## src/rtl/alu_pkg.sv

```systemverilog
// Shared opcode encodings and sequencer state encoding for the bit-serial ALU.
package alu_pkg;

    localparam logic [2:0] OP_AND = 3'b000;
    localparam logic [2:0] OP_OR  = 3'b001;
    localparam logic [2:0] OP_ADD = 3'b010;
    localparam logic [2:0] OP_SUB = 3'b110;
    localparam logic [2:0] OP_SLT = 3'b111;

    // Slice-level function select, taken from the low two opcode bits.
    localparam logic [1:0] SLICE_AND = 2'b00;
    localparam logic [1:0] SLICE_OR  = 2'b01;
    localparam logic [1:0] SLICE_ADD = 2'b10;

    typedef enum logic [1:0] {
        IDLE = 2'b00,
        RUN  = 2'b01,
        DONE = 2'b10
    } state_t;

endpackage

```

## src/rtl/alu_bit_slice.sv

```systemverilog
// Combinational 1-bit ALU cell: AND, OR or full-add.
// The carry output is always the full-adder carry.
module alu_bit_slice
    import alu_pkg::*;
(
    input  logic       a,
    input  logic       b,
    input  logic       cin,
    input  logic [1:0] op,
    output logic       r,
    output logic       cout
);

    always_comb begin
        r = 1'b0;
        case (op)
            SLICE_AND: r = a & b;
            SLICE_OR:  r = a | b;
            SLICE_ADD: r = a ^ b ^ cin;
            default:   r = 1'b0;
        endcase
    end

    assign cout = (a & b) | (a & cin) | (b & cin);

endmodule

```

## src/rtl/serial_alu_sequencer.sv

```systemverilog
// Bit-serial ALU sequencer: walks one alu_bit_slice across W-bit operands, LSB first,
// and registers the word result and flags when the sequence completes.
module serial_alu_sequencer
    import alu_pkg::*;
#(
    parameter int W = 4
) (
    input  logic         clk,
    input  logic         rst_n,
    input  logic         start,
    input  logic [W-1:0] a,
    input  logic [W-1:0] b,
    input  logic [2:0]   op,
    output logic         busy,
    output logic         done,
    output logic [W-1:0] result,
    output logic         overflow,
    output logic         carry_out,
    output logic         zero
);

    localparam int CNT_W = $clog2(W);

    state_t             state;
    state_t             next_state;
    logic [CNT_W-1:0]   bit_cnt;
    logic [W-1:0]       a_sh;
    logic [W-1:0]       b_sh;
    logic [W-2:0]       sum_sh;
    logic               carry;
    logic [2:0]         op_reg;
    logic               slice_r;
    logic               slice_cout;
    logic               last_bit;
    logic [W-1:0]       sum_full;
    logic               is_arith;
    logic               slice_ovf;
    logic [W-1:0]       final_result;

    alu_bit_slice u_slice (
        .a    (a_sh[0]),
        .b    (b_sh[0]),
        .cin  (carry),
        .op   (op_reg[1:0]),
        .r    (slice_r),
        .cout (slice_cout)
    );

    assign last_bit  = (bit_cnt == CNT_W'(W - 1));
    assign sum_full  = {slice_r, sum_sh};
    assign is_arith  = (op_reg == OP_ADD) || (op_reg == OP_SUB) || (op_reg == OP_SLT);
    // At the MSB the shift registers present a[W-1] and b_eff[W-1] to the slice.
    assign slice_ovf = (a_sh[0] == b_sh[0]) && (slice_r != a_sh[0]);

    always_comb begin
        final_result = '0;
        case (op_reg)
            OP_AND, OP_OR, OP_ADD, OP_SUB: final_result = sum_full;
            OP_SLT:  final_result = {{(W-1){1'b0}}, sum_full[W-1] ^ slice_ovf};
            default: final_result = '0;
        endcase
    end

    always_ff @(posedge clk or negedge rst_n) begin
        if (!rst_n) begin
            state <= IDLE;
        end else begin
            state <= next_state;
        end
    end

    always_comb begin
        next_state = state;
        case (state)
            IDLE:    if (start) next_state = RUN;
            RUN:     if (last_bit) next_state = DONE;
            DONE:    next_state = IDLE;
            default: next_state = IDLE;
        endcase
    end

    // Operands are captured only on an accepted start; a start seen while busy is dropped.
    always_ff @(posedge clk or negedge rst_n) begin
        if (!rst_n) begin
            bit_cnt <= '0;
            a_sh    <= '0;
            b_sh    <= '0;
            sum_sh  <= '0;
            carry   <= 1'b0;
            op_reg  <= OP_AND;
        end else if (state == IDLE) begin
            if (start) begin
                bit_cnt <= '0;
                a_sh    <= a;
                b_sh    <= op[2] ? ~b : b;
                carry   <= op[2];
                op_reg  <= op;
            end
        end else if (state == RUN) begin
            bit_cnt <= bit_cnt + CNT_W'(1);
            a_sh    <= a_sh >> 1;
            b_sh    <= b_sh >> 1;
            sum_sh  <= sum_full[W-1:1];
            carry   <= slice_cout;
        end
    end

    always_ff @(posedge clk or negedge rst_n) begin
        if (!rst_n) begin
            result    <= '0;
            overflow  <= 1'b0;
            carry_out <= 1'b0;
        end else if (state == RUN && last_bit) begin
            result    <= final_result;
            overflow  <= is_arith && slice_ovf;
            carry_out <= is_arith && slice_cout;
        end
    end

    assign busy = (state != IDLE);
    assign done = (state == DONE);
    assign zero = (result == '0);

endmodule

```

## config.mk

```make
export PLATFORM = sky130hd
export DESIGN_NAME = serial_alu_sequencer
export DESIGN_NICKNAME = d
export VERILOG_FILES = /design/src/rtl/alu_pkg.sv /design/src/rtl/alu_bit_slice.sv /design/src/rtl/serial_alu_sequencer.sv
export SDC_FILE = /design/constraint.sdc
export NUM_CORES = 1
export LEC_CHECK = 0
export BUFFER_PORTS_ARGS = -buffer_cell sky130_fd_sc_hd__buf_2
export CAP_MARGIN = 30
export CORE_MARGIN = 2
export CORE_UTILIZATION = 50
export CTS_BUF_LIST = sky130_fd_sc_hd__clkbuf_8 sky130_fd_sc_hd__clkbuf_16
export CTS_CLUSTER_DIAMETER = 40
export CTS_CLUSTER_SIZE = 12
export DETAILED_ROUTE_END_ITERATION = 10
export GPL_TIMING_DRIVEN = 0
export PLACE_DENSITY = 0.79
export SETUP_SLACK_MARGIN = 0.02
export SLEW_MARGIN = 20
export SYNTH_ARGS = -nofsm -noshare
export SYNTH_HDL_FRONTEND = slang
export SYNTH_SLANG_ARGS = --single-unit
```

## constraint.sdc

```tcl
create_clock -name clk -period 1.98 [get_ports clk]
set_input_delay 0.396 -clock clk [delete_from_list [all_inputs] [get_ports clk]]
set_output_delay 0.396 -clock clk [all_outputs]
set_load 0.02 [all_outputs]
```

### After elaboration in Yosys (flattened, before gate mapping)

Cells that the tools add are included.

* flip-flop bits (word level): 25
* latch bits: 0
* bits in writable memories: 0
* ROM bits: 0
* bits of input ports: 14
* output and inout bits: 9
* logic and storage cells: 70
* memories: 0

* $add $sub $neg: 1
* $mul: 0
* divide/modulo/power cells: 0
* order comparisons: 0
* eq/ne operators: 13
* shifts and indexed selects: 0
* multiplexer cells: 18
* bitwise logic cells: 11
* reductions and logical operators: 17

Operator list (count)
* $mux 4: 7
* $mux 2: 5
* $pmux 4 s2: 1
* $reduce_and 2->1: 4
* $eq 2x2->1 const B: 3
* $eq 3x3->1 const B: 2
* $eq 2x1->1 const B: 2
* $logic_and 1x1->1: 4
* $logic_not 2->1: 2
* $logic_not 4->1: 1
* $ne 2x2->1 const B: 2
* $not 4->4: 1
* $pmux 2 s2: 1
* $reduce_bool 2->1: 2
* $reduce_or 4->1: 1
* $and 1x1->1: 3
* $eq 3x1->1 const B: 1
* $eq 3x2->1 const B: 1
* $logic_not 3->1: 1
* $mux 1: 3
* $or 1x1->1: 3
* $pmux 1 s3: 1
* $xor 1x1->1: 3
* $add 2x1->2 const B: 1
* 4 further kinds: 5

### Logic depth before layout (Yosys ltp)

* depth in word-level cells: 7
* gate-level depth with buffers: 6
* gate-level depth less buffers: 6

### Modules after synthesis

From an unflattened synthesis, not the netlist that was laid out.

* cells, all modules: 120
* area, all modules: 1302.5 um2

By module, submodules not included
* serial_alu_sequencer: instances 1, cells each 111, area an instance 1227.4 um2, seq. area each 625.6 um2
* alu_bit_slice: instances 1, cells each 9, area an instance 75.1 um2, seq. area each 0.0 um2

### Least setup slack after synthesis

No wires, ideal clock.

* kind: reg2out
* from: register result[1]
* to: output port zero
* arrival time: 1.199 ns
* required time: 1.584 ns
* setup slack: 0.385 ns
* cell stages (with the launch flop): 2
* buffers on the path: 0
* cells stage by stage: dfrtp_1 nor4_1

* word-level cells in the longest chain between the ends: 1

RTL lines
* start: declaration: line serial_alu_sequencer.sv:16 `output logic [W-1:0] result,`
* start signal: assignment: line serial_alu_sequencer.sv:114 `result <= final_result;`
* $logic_not 4->1: line serial_alu_sequencer.sv:122 `assign zero = (result == '0);`
* end: declaration: line serial_alu_sequencer.sv:19 `output logic zero`

No other way between the ends.

### Worst setup path after layout

* from: register state[0]
* to: output port busy

* word-level cells in the longest chain between the ends: 1

RTL lines
* start: declaration: line serial_alu_sequencer.sv:24 `state_t state;`
* start signal: assignment: line serial_alu_sequencer.sv:68 `state <= next_state;`
* $reduce_bool 2->1: line serial_alu_sequencer.sv:120 `assign busy = (state != IDLE);`
* end: declaration: line serial_alu_sequencer.sv:14 `output logic busy,`

No other way between the ends.

==> results.md <==
* N_diodes at 0
* Total wire length at 2.41 mm
* Worst-path fanout max at 10
* RD Place Congestion at 0.751
* Port-buffer cells at 21
* Num CTS Buffers at 3
* Commonest cells post-synth: 25 x dfrtp_1, 12 x nand2_1, 11 x a21oi_1
* Fin Hold WS at 0.0973 ns
* Synthesis-stage register bit count at 25
* Share of layout cells above drive strength 1 at 26.5%
* Most frequent cell after synthesis: dfrtp_1
* GRT Util Overall at between 15 and 20%
* R2R depth at 6
* CTS tree: done
* Setup-failing EPs final at 0
* Fin. max-slew vios at 0
* # clock sinks at 25
* CP required at ~1.6 ns
* Number of max-cap violations at 0
* Vias in the first global route at 963
* DRC Markers at 0
* EDFF count, synth at 0
* Top Registers: a_sh: 4 flops, b_sh: 4 flops, result: 4 flops
* Class of the worst hold path: in2async
* Register clock-pin slew on the reported worst setup and hold paths at 0.09 ns
* Minimum clock period after layout at 1.78 ns
* Root Buffer: clkbuf_8
* Placed cell count at 181
* Number of routed nets with antenna violations at 0
* Clk_skew at 0.00215 ns
* Avg Inst Size Synth at 10.4 um^2
* Initial core utilization at 53.6%
* Share of the synthesized area in the top cell type at 46.3%
* Routed wire per std cell at 13.0 um
* Worst r2r src: a_sh[0]$_DFFE_PN0P_
* Final nets at 174
* Core Box Area at 2520 um^2
* Chip height at 56.0 um
* Die W at 56.0 um
* Count of cell types in the netlist at 38
* Congestion Overflow GR at 0
* Post-DP HPWL at 1.78 mm
* Area Growth Syn to Fin at 14.2%
* TritonRoute pass-1 iters at 4
* Antenna violations before repair at 0
* Reg2reg end: overflow$_DFFE_PN0P_
* Pleak at 0.763 nW
* # rows at 18
* Vias per cell at 5.30
* Slew at the pin with the worst max-slew slack at 0.541 ns
* Peak VDD IR at 0.891 mV
* Async SR Flop Fraction at 100%
* Total Power at 2.40 mW
* Fmax at 563 MHz
* Syn Inst Count at 130
* WP data arrival at 1.38 ns
* Largest net degree at the start of global routing at 26
* # IOs at 23
* Resized cells post-CTS at 0
* Number of fill cells at 216
* Syn_nets at around 150
* Ys flop type: dfrtp_1
* CP Capture Type: output pin
* Fin. Hold Viols at 0
* Die area at ~3100 um^2
* DR iter-0 viols at 14
* Via Count at between 900 and 1k
* CTS Hold Bufs at 0
* Crit Path Class: reg2out
* Fin cells at around 190
* Mapped cell area at approximately 1400 um^2
* Synthesis Warnings at 0
* RSZ-0062 raised after global routing: false
* Reg2Reg Setup Slack at 0.36 ns
* H-tree levels at 1
* Tcrit/Tclk final at between 80% and 90%
* Post-CTS setup buffers at 0
* Synth area leaders: dfrtp_1 46%, a21oi_1 4.1%, o21ai_1 3.3%, mux2_4 3.3%, nand2_1 3.3%
* PwrDens at between 1500 and 2000 nW/um^2
* Post-layout util at 61.2%
* Skew-Pair Late Insertion Delay at 0.27 ns
* CTS Buffer Depth at 2
* Status: finished, final reports clean
* Synth area leader: dfrtp_1
* Final setup TNS at 0 ns
* Slew HR at 63.9%
* First-pass GRT wire length at about 4.3 mm
* Register area share after synthesis at 46.3%
* Worst setup SP type: flop
==> cells in the final DEF (no fill, tap or decap), types with 2 or more instances in the layout <==
cell type and count:
a21oi_2 2, a22o_1 3, buf_2 23, o21ai_1 9, buf_6 2, clkbuf_8 3, mux2_1 2, and2b_1 2
nor2b_1 6, nor2_1 8, o22a_1 2, a21oi_1 11, inv_1 7, nand2b_1 2, or2_1 2, dfrtp_1 25
nor2b_2 2, xnor2_1 3, nor3b_2 2, mux2_4 3, and3b_1 3, nand2_1 12, nand3_1 2, ha_1 3
==> where the power goes <==
| group | leakage [nW] | internal (mW) | switching (mW) |
|---|---|---|---|
| registers | 0.315 | 0.735 | 0.178 |
| logic | 0.426 | 0.543 | 0.638 |
| clock network | 0.0217 | 0.143 | 0.167 |
| total | 0.763 | 1.42 | 0.983 |
==> cell families (layout without fill, tap and decap cells) <==
| group | Yosys count | in the layout | synth area share, % |
|---|---|---|---|
| multiplexers | 6 | 6 | 5.74 |
| adder cells (fa/ha/maj) | 4 | 4 | 4.26 |
| flip-flops | 25 | 25 | 46.3 |
| buffers and inverters | 12 | 37 | 4.63 |
| XOR/XNOR | 4 | 4 | 2.59 |
| AO/OA/AOI/OAI | 30 | 30 | 13.5 |
| AND/OR/NAND/NOR | 49 | 49 | 23.0 |
==> stage by stage <==
| step | instance area, um^2 | setup WS (ns) |
|---|---|---|
| detailed placement | 1490 | 0.376 |
| CTS | 1540 | 0.193 |
| floorplan | 1350 | 0.385 |
| global placement | 1490 | 0.395 |
| global route | 1540 | 0.137 |
| finish | 1540 | 0.204 |
==> worst max-delay path: stages, from the launching register on <==
cell,delay [ns]
dfrtp_1,0.44
buf_6,0.17
buf_6,0.14
or2_1,0.20
buf_2,0.16
==> layout make-up <==
class,count,area [um^2],share of cell area (%)
Buffer,5,36.3,2.35
Clock buffer,3,41.3,2.68
Clock inverter,1,7.51,0.487
Inverter,7,26.3,1.70
Multi-Input combinational cell,93,663,43.0
Sequential cell,25,626,40.6
Tap cell,30,37.5,2.43
Timing Repair Buffer,21,105,6.81
==> worst max path at each step <==
stage | startpoint | to | cells past startpoint
finish | state[0]$_DFFE_PN0P_ | busy | 4
detailed placement | a_sh[0]$_DFFE_PN0P_ | overflow$_DFFE_PN0P_ | 6
floorplan | result[1]$_DFFE_PN0P_ | zero | 1
global route | state[0]$_DFFE_PN0P_ | busy | 4
CTS | state[0]$_DFFE_PN0P_ | busy | 4
global placement | a_sh[0]$_DFFE_PN0P_ | overflow$_DFFE_PN0P_ | 6
==> routing by layer <==
| metal | wire [um] | track usage, % | share of wire (%) |
|---|---|---|---|
| met3 | 80 | 3.49 | 3.3 |
| met5 | 0 | 0 | 0 |
| met2 | 1180 | 30.4 | 49 |
| met1 | 1100 | 21.1 | 46 |
| met4 | 38 | 8.16 | 1.6 |
No activity file was read; power rests on OpenSTA's default activity.
